`config.mk`:
```
export PLATFORM = sky130hd
export DESIGN_NAME = fetch_queue_flat
export DESIGN_NICKNAME = d
export VERILOG_FILES = /design/src/rtl/fetch_queue_pkg.sv /design/src/rtl/fetch_queue_if.sv /design/src/rtl/fetch_queue_fq_ram.sv /design/src/rtl/fetch_queue.sv /design/src/flat_wrapper.sv
export SDC_FILE = /design/constraint.sdc
export NUM_CORES = 1
export LEC_CHECK = 0
export CORE_ASPECT_RATIO = 0.7
export CORE_MARGIN = 1.5
export CORE_UTILIZATION = 57
export CTS_BUF_LIST = sky130_fd_sc_hd__clkbuf_8
export CTS_CLUSTER_SIZE = 24
export DETAILED_ROUTE_END_ITERATION = 10
export PLACE_DENSITY_LB_ADDON = 0.08
export SYNTH_ARGS = -nofsm -noshare
export SYNTH_HDL_FRONTEND = slang
export SYNTH_SLANG_ARGS = --single-unit
```
`constraint.sdc`:
```
create_clock -name clk -period 9.57 [get_ports clk]
set_clock_uncertainty 0.1 [all_clocks]
set_input_delay 1.4355 -clock clk [delete_from_list [all_inputs] [get_ports clk]]
set_output_delay 1.4355 -clock clk [all_outputs]
set_load 0.02 [all_outputs]
```
`src/rtl/fetch_queue_pkg.sv`:
```
// fetch_queue_pkg: shared types and constants for the instruction fetch queue.
//   ENTRY_W        width of one queue entry (PC + instruction word)
//   FT_REGISTERED  FALLTHROUGH value: responses always pass through storage
//   FT_BYPASS      FALLTHROUGH value: a response into an empty queue is shown
//                  on the output in the cycle it arrives
//   fq_entry_t     one queue entry
//   next_pc()      sequential successor PC, wraps modulo 2^32
//   pc_misaligned() nonzero low PC bits (address error on fetch)
package fetch_queue_pkg;

  localparam int ENTRY_W       = 32 + 32;
  localparam int FT_REGISTERED = 0;
  localparam int FT_BYPASS     = 1;

  typedef struct packed {
    logic [31:0] pc;
    logic [31:0] instr;
  } fq_entry_t;

  function automatic logic [31:0] next_pc(input logic [31:0] pc);
    return pc + 32'd4;
  endfunction

  function automatic logic pc_misaligned(input logic [31:0] pc);
    return pc[1:0] != 2'b00;
  endfunction

endpackage

```
`src/rtl/fetch_queue_if.sv`:
```
// fetch_queue_if: fetch-side and decode-side handshake of the fetch queue.
//   req_allow / req_fire             credit-based fetch request permission
//   in_valid / in_pc / in_instr      instruction response from the bus
//   out_valid / out_ready            head entry handshake toward decode
//   out_pc / out_instr / out_pcplus4 / out_adel  head entry and derived fields
// Modport slave is taken by the queue; master by whoever drives the bus and
// decode sides.
interface fetch_queue_if;

  logic        req_allow;
  logic        req_fire;
  logic        in_valid;
  logic [31:0] in_pc;
  logic [31:0] in_instr;
  logic        out_valid;
  logic        out_ready;
  logic [31:0] out_pc;
  logic [31:0] out_instr;
  logic [31:0] out_pcplus4;
  logic        out_adel;

  modport slave (
    input  req_fire, in_valid, in_pc, in_instr, out_ready,
    output req_allow, out_valid, out_pc, out_instr, out_pcplus4, out_adel
  );

  modport master (
    output req_fire, in_valid, in_pc, in_instr, out_ready,
    input  req_allow, out_valid, out_pc, out_instr, out_pcplus4, out_adel
  );

endinterface

```
`src/rtl/fetch_queue_fq_ram.sv`:
```
// fq_ram: DEPTH x ENTRY_W register array for the fetch queue.
//   clk, rst (sync, active-low: clears every entry)
//   we, waddr, wdata   single write port
//   raddr, rdata       asynchronous read port
module fq_ram
  import fetch_queue_pkg::*;
#(
  parameter int DEPTH = 4
) (
  input  logic                     clk,
  input  logic                     rst,
  input  logic                     we,
  input  logic [$clog2(DEPTH)-1:0] waddr,
  input  fq_entry_t                wdata,
  input  logic [$clog2(DEPTH)-1:0] raddr,
  output fq_entry_t                rdata
);

  fq_entry_t mem [DEPTH];

  always_ff @(posedge clk) begin
    if (!rst) begin
      for (int i = 0; i < DEPTH; i++) mem[i] <= '0;
    end else if (we) begin
      mem[waddr] <= wdata;
    end
  end

  assign rdata = mem[raddr];

endmodule

```
`src/rtl/fetch_queue.sv`:
```
// fetch_queue: instruction fetch queue between the instruction bus and decode.
//   clk    clock, rising edge
//   rst    synchronous active-low reset
//   flush  redirect: empties the queue, discards every in-flight response
//   bus    fetch_queue_if.slave (request credit, responses, decode handshake)
//   count  current occupancy
module fetch_queue
  import fetch_queue_pkg::*;
#(
  parameter int DEPTH       = 4,
  parameter int MAX_OUT     = 2,
  parameter int FALLTHROUGH = FT_REGISTERED
) (
  input  logic                   clk,
  input  logic                   rst,
  input  logic                   flush,
  fetch_queue_if.slave           bus,
  output logic [$clog2(DEPTH):0] count
);

  localparam int PTR_W = $clog2(DEPTH);
  localparam int CNT_W = PTR_W + 1;
  localparam int OST_W = $clog2(MAX_OUT + 1);
  localparam int SUM_W = CNT_W + 1;

  logic [PTR_W-1:0] head, tail;
  logic [CNT_W-1:0] cnt;
  logic [OST_W-1:0] ost, dis, ost_next;
  logic [SUM_W-1:0] occ;

  logic fire, resp, drop, accept, bypass, push, pop;
  fq_entry_t wr_entry, rd_entry, head_entry;

  // Credit counts both stored entries and responses still on their way, so a
  // push can never find the queue full.
  assign occ           = SUM_W'(cnt) + SUM_W'(ost);
  assign bus.req_allow = (occ < SUM_W'(DEPTH)) && (ost < OST_W'(MAX_OUT));

  assign fire     = bus.req_fire && bus.req_allow;
  assign resp     = bus.in_valid && (ost != '0);
  assign ost_next = ost + OST_W'(fire) - OST_W'(resp);
  assign drop     = resp && (dis != '0);
  assign accept   = resp && (dis == '0) && !flush;
  assign bypass   = (FALLTHROUGH != 0) && (cnt == '0) && bus.out_ready && accept;
  assign push     = accept && !bypass;
  assign pop      = bus.out_valid && bus.out_ready && (cnt != '0);

  assign wr_entry = '{pc: bus.in_pc, instr: bus.in_instr};

  fq_ram #(.DEPTH(DEPTH)) u_ram (
    .clk   (clk),
    .rst   (rst),
    .we    (push),
    .waddr (tail),
    .wdata (wr_entry),
    .raddr (head),
    .rdata (rd_entry)
  );

  // With fallthrough an empty queue shows the live response instead of storage.
  always_comb begin
    head_entry = rd_entry;
    if ((FALLTHROUGH != 0) && (cnt == '0)) head_entry = wr_entry;
  end

  assign bus.out_valid   = !flush &&
                           ((cnt != '0) ||
                            ((FALLTHROUGH != 0) && bus.in_valid && (dis == '0)));
  assign bus.out_pc      = head_entry.pc;
  assign bus.out_instr   = head_entry.instr;
  assign bus.out_pcplus4 = next_pc(head_entry.pc);
  assign bus.out_adel    = pc_misaligned(head_entry.pc);
  assign count           = cnt;

  always_ff @(posedge clk) begin
    if (!rst) begin
      head <= '0;
      tail <= '0;
      cnt  <= '0;
      ost  <= '0;
      dis  <= '0;
    end else if (flush) begin
      // Everything still outstanding after this edge, including a request
      // fired right now, belongs to the abandoned path.
      head <= '0;
      tail <= '0;
      cnt  <= '0;
      ost  <= ost_next;
      dis  <= ost_next;
    end else begin
      if (push) tail <= tail + 1'b1;
      if (pop)  head <= head + 1'b1;
      if (push && !pop)      cnt <= cnt + 1'b1;
      else if (!push && pop) cnt <= cnt - 1'b1;
      ost <= ost_next;
      if (drop) dis <= dis - 1'b1;
    end
  end

endmodule

```
`src/flat_wrapper.sv`:
```
// flat-port wrapper written by rule: the top's interface ports become plain ports
module fetch_queue_flat import fetch_queue_pkg::*;
#(
  parameter int DEPTH       = 4,
  parameter int MAX_OUT     = 2,
  parameter int FALLTHROUGH = FT_REGISTERED
)
  (clk, rst, flush, count, bus_req_fire, bus_in_valid, bus_in_pc, bus_in_instr, bus_out_ready, bus_req_allow, bus_out_valid, bus_out_pc, bus_out_instr, bus_out_pcplus4, bus_out_adel);
  fetch_queue_if bus_i ();
  input  logic clk;
  input  logic rst;
  input  logic flush;
  output logic [$clog2(DEPTH):0] count;
  input wire logic [$bits(bus_i.req_fire)-1:0] bus_req_fire;
  input wire logic [$bits(bus_i.in_valid)-1:0] bus_in_valid;
  input wire logic [$bits(bus_i.in_pc)-1:0] bus_in_pc;
  input wire logic [$bits(bus_i.in_instr)-1:0] bus_in_instr;
  input wire logic [$bits(bus_i.out_ready)-1:0] bus_out_ready;
  output wire logic [$bits(bus_i.req_allow)-1:0] bus_req_allow;
  output wire logic [$bits(bus_i.out_valid)-1:0] bus_out_valid;
  output wire logic [$bits(bus_i.out_pc)-1:0] bus_out_pc;
  output wire logic [$bits(bus_i.out_instr)-1:0] bus_out_instr;
  output wire logic [$bits(bus_i.out_pcplus4)-1:0] bus_out_pcplus4;
  output wire logic [$bits(bus_i.out_adel)-1:0] bus_out_adel;
  assign bus_i.req_fire = bus_req_fire;
  assign bus_i.in_valid = bus_in_valid;
  assign bus_i.in_pc = bus_in_pc;
  assign bus_i.in_instr = bus_in_instr;
  assign bus_i.out_ready = bus_out_ready;
  assign bus_req_allow = bus_i.req_allow;
  assign bus_out_valid = bus_i.out_valid;
  assign bus_out_pc = bus_i.out_pc;
  assign bus_out_instr = bus_i.out_instr;
  assign bus_out_pcplus4 = bus_i.out_pcplus4;
  assign bus_out_adel = bus_i.out_adel;
  fetch_queue #(.DEPTH(DEPTH), .MAX_OUT(MAX_OUT), .FALLTHROUGH(FALLTHROUGH)) u_core (.clk(clk), .rst(rst), .flush(flush), .bus(bus_i), .count(count));
endmodule
```
==> summary.md <==
| Metric | Value |
|---|---|
| CP max stage cell | dfxtp_4 |
| Relative slew margins | 33.0% |
| Final instance area | 14700 µm² |
| Sequential Power Share | 52.8% |
| Die Ht | 125 µm |
| Synth-to-Final Area Change | 21.5% |
| Post-CTS setup buffer count | 0 |
| Synth warn | 0 |
| Clock sinks | 269 |
| Largest net degree at the start of global routing | 66 |
| Clock period minus worst slack | 5.97 ns |
| Switching power | 677 µW |
| Leak | 5.58 nW |
| Placed cells | 1251 |
| Syn_nets | 924 |
| Fillers | 1445 |
| Final antenna-violating net count | 0 |
| Die ar. | 22100 µm² |
| CP Class | register to primary output |
| Syn avg cell area | 14.3 µm² |
| Critical path data required time | 8.03 ns |
| EDFF count, synth | 256 |
| Highest Clock Rate | 0.167 GHz |
| Hpwl dp | 14.6 mm |
| Critical path arrival | 4.44 ns |
| H-tree depth | 2 |
| Sw frac | 25.6% |
| Vias per inst | 5.49 |
| Power Density | 180 nW/µm² |
| Worst vdd ir | 0.000109 V |
| Core box area | 20800 µm² |
| Min-delay src | u_core.count[2] |
| Post-Syn Instances | 847 |
| First-pass GRT wire length | 39.8 mm |
| Crit-path cells | buf_4 -> mux4_1 -> ha_1 -> and2_1 -> nor3b_4 -> nand4_1 -> xnor2_1 -> clkdlybuf4s50_1 |
| Port bufs | 171 |
| Crit end category | primary output |
| Die W | 177 µm |
| Final period util | 62.4% |
| Antenna violations before repair | 0 |
| Initial detailed-routing violation count | 598 |
| Resize count post-CTS | 0 |
| Yosys cell types | 42 |
| Per-cell routed wire length | 19.2 µm |
| Placed inst area | 14000 µm² |
| Initial Util | 58.3% |
| Vias in the first global route | 7448 |
| Clk Latency, worst-skew pair | 0.54 ns |
| Max Slew Vio Count | 0 |
| I/O pin cnt | 172 |
| Clk slew on worst S/H paths | 0.06 ns |
| GRT Resource Usage Total | 23.7% |
| Power share of the clock group | 31.2% |
| Final hold violations | 0 |
| Worst r2r src | u_core.ost[1] |
| Placer Congestion | 0.779 |
| Vias | 7256 |
| Max_cap viols | 0 |
| Worst Setup Start Kind | register |
| Slew @ Worst Pin | 1.01 ns |
| Main synth FF type | edfxtp_1 |
| Row count | 44 |
| Share of cells above drive strength 1 | 11.6% |
| Flops & latches, synth | 269 |
| Clk root buf | clkbuf_8 |
| Power Internal | 1.96 mW |
| Final std cells w/o fill | 1321 |
| Mapped Area | 12100 µm² |
| Remaining Overflow, GRT | 0 |
| Final wirelength | 25.3 mm |
| Outcome | finished clean |
| Min-delay worst type | register to register |
| Critical path's top delay family | buffers and inverters |
| Max incr delay on CP | 0.86 ns |
| Diodes inserted | 0 |
| CTS tree | done |
| Setup TNS | 0 ns |
| Worst Path Max Fanout | 38 |
| Unrepaired setup endpoints after global routing | false |
| DRT Pass-1 Iters | 6 |
| Endpoints failing setup | 0 |
| CTS buffer count | 41 |
| Final nets | 1095 |
| Gate power share | 16.1% |
| Sequential fraction of the synthesis area | 65.7% |
| CP bufs+invs | 2 |
| Post-synth ARST share | 0% |
| Clock buffer depth | 3 |
| Drt drc | 0 |
| Hold_buf cts | 0 |
==> per-stage QoR <==
stage	hold slack, ns	power (mW)	setup WS (ns)	util, %
4_1_cts	0.437	2.66	3.51	70.8
3_3_place_gp	0.413	1.84	4.04	67.5
2_1_floorplan	0.385	1.66	2.43	-
5_1_grt	0.460	2.75	3.28	70.8
6_report	0.434	2.64	3.60	70.8
3_5_place_dp	0.421	1.84	3.99	67.5
==> state kept, by name, summed over array words and instances (netlist names), named ones only <==
name              cells
u_core.u_ram.mem    256
u_core.count          3
u_core.dis            2
u_core.head           2
u_core.ost            2
u_core.tail           2
==> worst register-to-register path, cell delays in order (launching register included) <==
cell and delay, ns:
dfxtp_1 0.42, o21ai_1 0.15, nor3b_2 0.39, and2_2 0.20, buf_4 0.62, nor3b_4 0.31, buf_4 0.54, nand2b_4 0.90
==> cell usage after synthesis (8+ instances only) <==
| master | n | share of area (%) |
|---|---|---|
| nand2_1 | 76 | 2.4 |
| and2_1 | 70 | 3.6 |
| mux4_2 | 51 | 9.5 |
| clkbuf_1 | 27 | 0.84 |
| nand3_1 | 8 | 0.33 |
| edfxtp_1 | 256 | 64 |
| nor2_1 | 143 | 4.4 |
| xor2_1 | 11 | 0.80 |
| xnor2_1 | 26 | 1.9 |
| mux4_1 | 13 | 2.8 |
| buf_2 | 13 | 0.54 |
| dfxtp_1 | 13 | 2.2 |
| inv_1 | 75 | 2.3 |
| nand4_1 | 13 | 0.67 |
==> final timing paths <==
kind / end / slack [ns] / cells past startpoint
max: bus_out_pcplus4[26] / 3.60 / 8
min: u_core.count[2] / 0.43 / 2
max reg2reg: u_core.u_ram.mem[0][26] / 5.48 / 7
min reg2reg: u_core.count[2] / 0.43 / 2
==> kinds of logic after synthesis <==
group	Yosys count	synth area share, %
multiplexers	65	12.4
flip-flops	269	65.7
AO/OA/AOI/OAI	8	0.383
adder cells (fa/ha/maj)	7	0.786
XOR/XNOR	37	2.68
buffers and inverters	123	4.41
AND/OR/NAND/NOR	338	13.7
==> power by group through the flow <==
stage | sequential (mW) | clock (mW) | combinational (mW)
after detailed placement | 1.42 | 0 | 0.426
after floorplan | 1.41 | 0 | 0.251
after global placement | 1.42 | 0 | 0.424
after CTS | 1.39 | 0.840 | 0.427
final | 1.39 | 0.823 | 0.424
after global routing | 1.40 | 0.887 | 0.458
==> area by class of cell <==
class                      count  area (µm²)  area share (%)
sequential                   269        7960            54.1
multi-input combinational    455        3680            25.0
timing repair buffer         176        1750            11.9
clock buffer                  42         578            3.93
tap                          276         345            2.35
inverter                      75         282            1.92
clock inverter                28         114           0.775
==> cell usage in the layout, fill, tap and decap left out, types with 8 or more instances in the layout <==
cell | Yosys | layout
edfxtp_1 | 256 | 256
xor2_1 | 11 | 11
clkbuf_8 | 0 | 42
xnor2_1 | 26 | 26
inv_1 | 75 | 92
nor2_1 | 143 | 143
dfxtp_1 | 13 | 11
nand2_1 | 76 | 75
nand3_1 | 8 | 8
and2_1 | 70 | 69
nand4_1 | 13 | 13
mux4_2 | 51 | 51
clkinv_1 | 0 | 8
clkdlybuf4s50_1 | 0 | 171
mux4_1 | 13 | 13
==> routing by layer <==
metal  vias up  track usage, %  wire, µm
met2       247            37.3     11900
met4         0            5.93       408
met3        36            4.27      1590
met5         -               0         0
met1      3622            34.4     11400
li1       3351               -         -
Power figures use the tool's default switching activity.
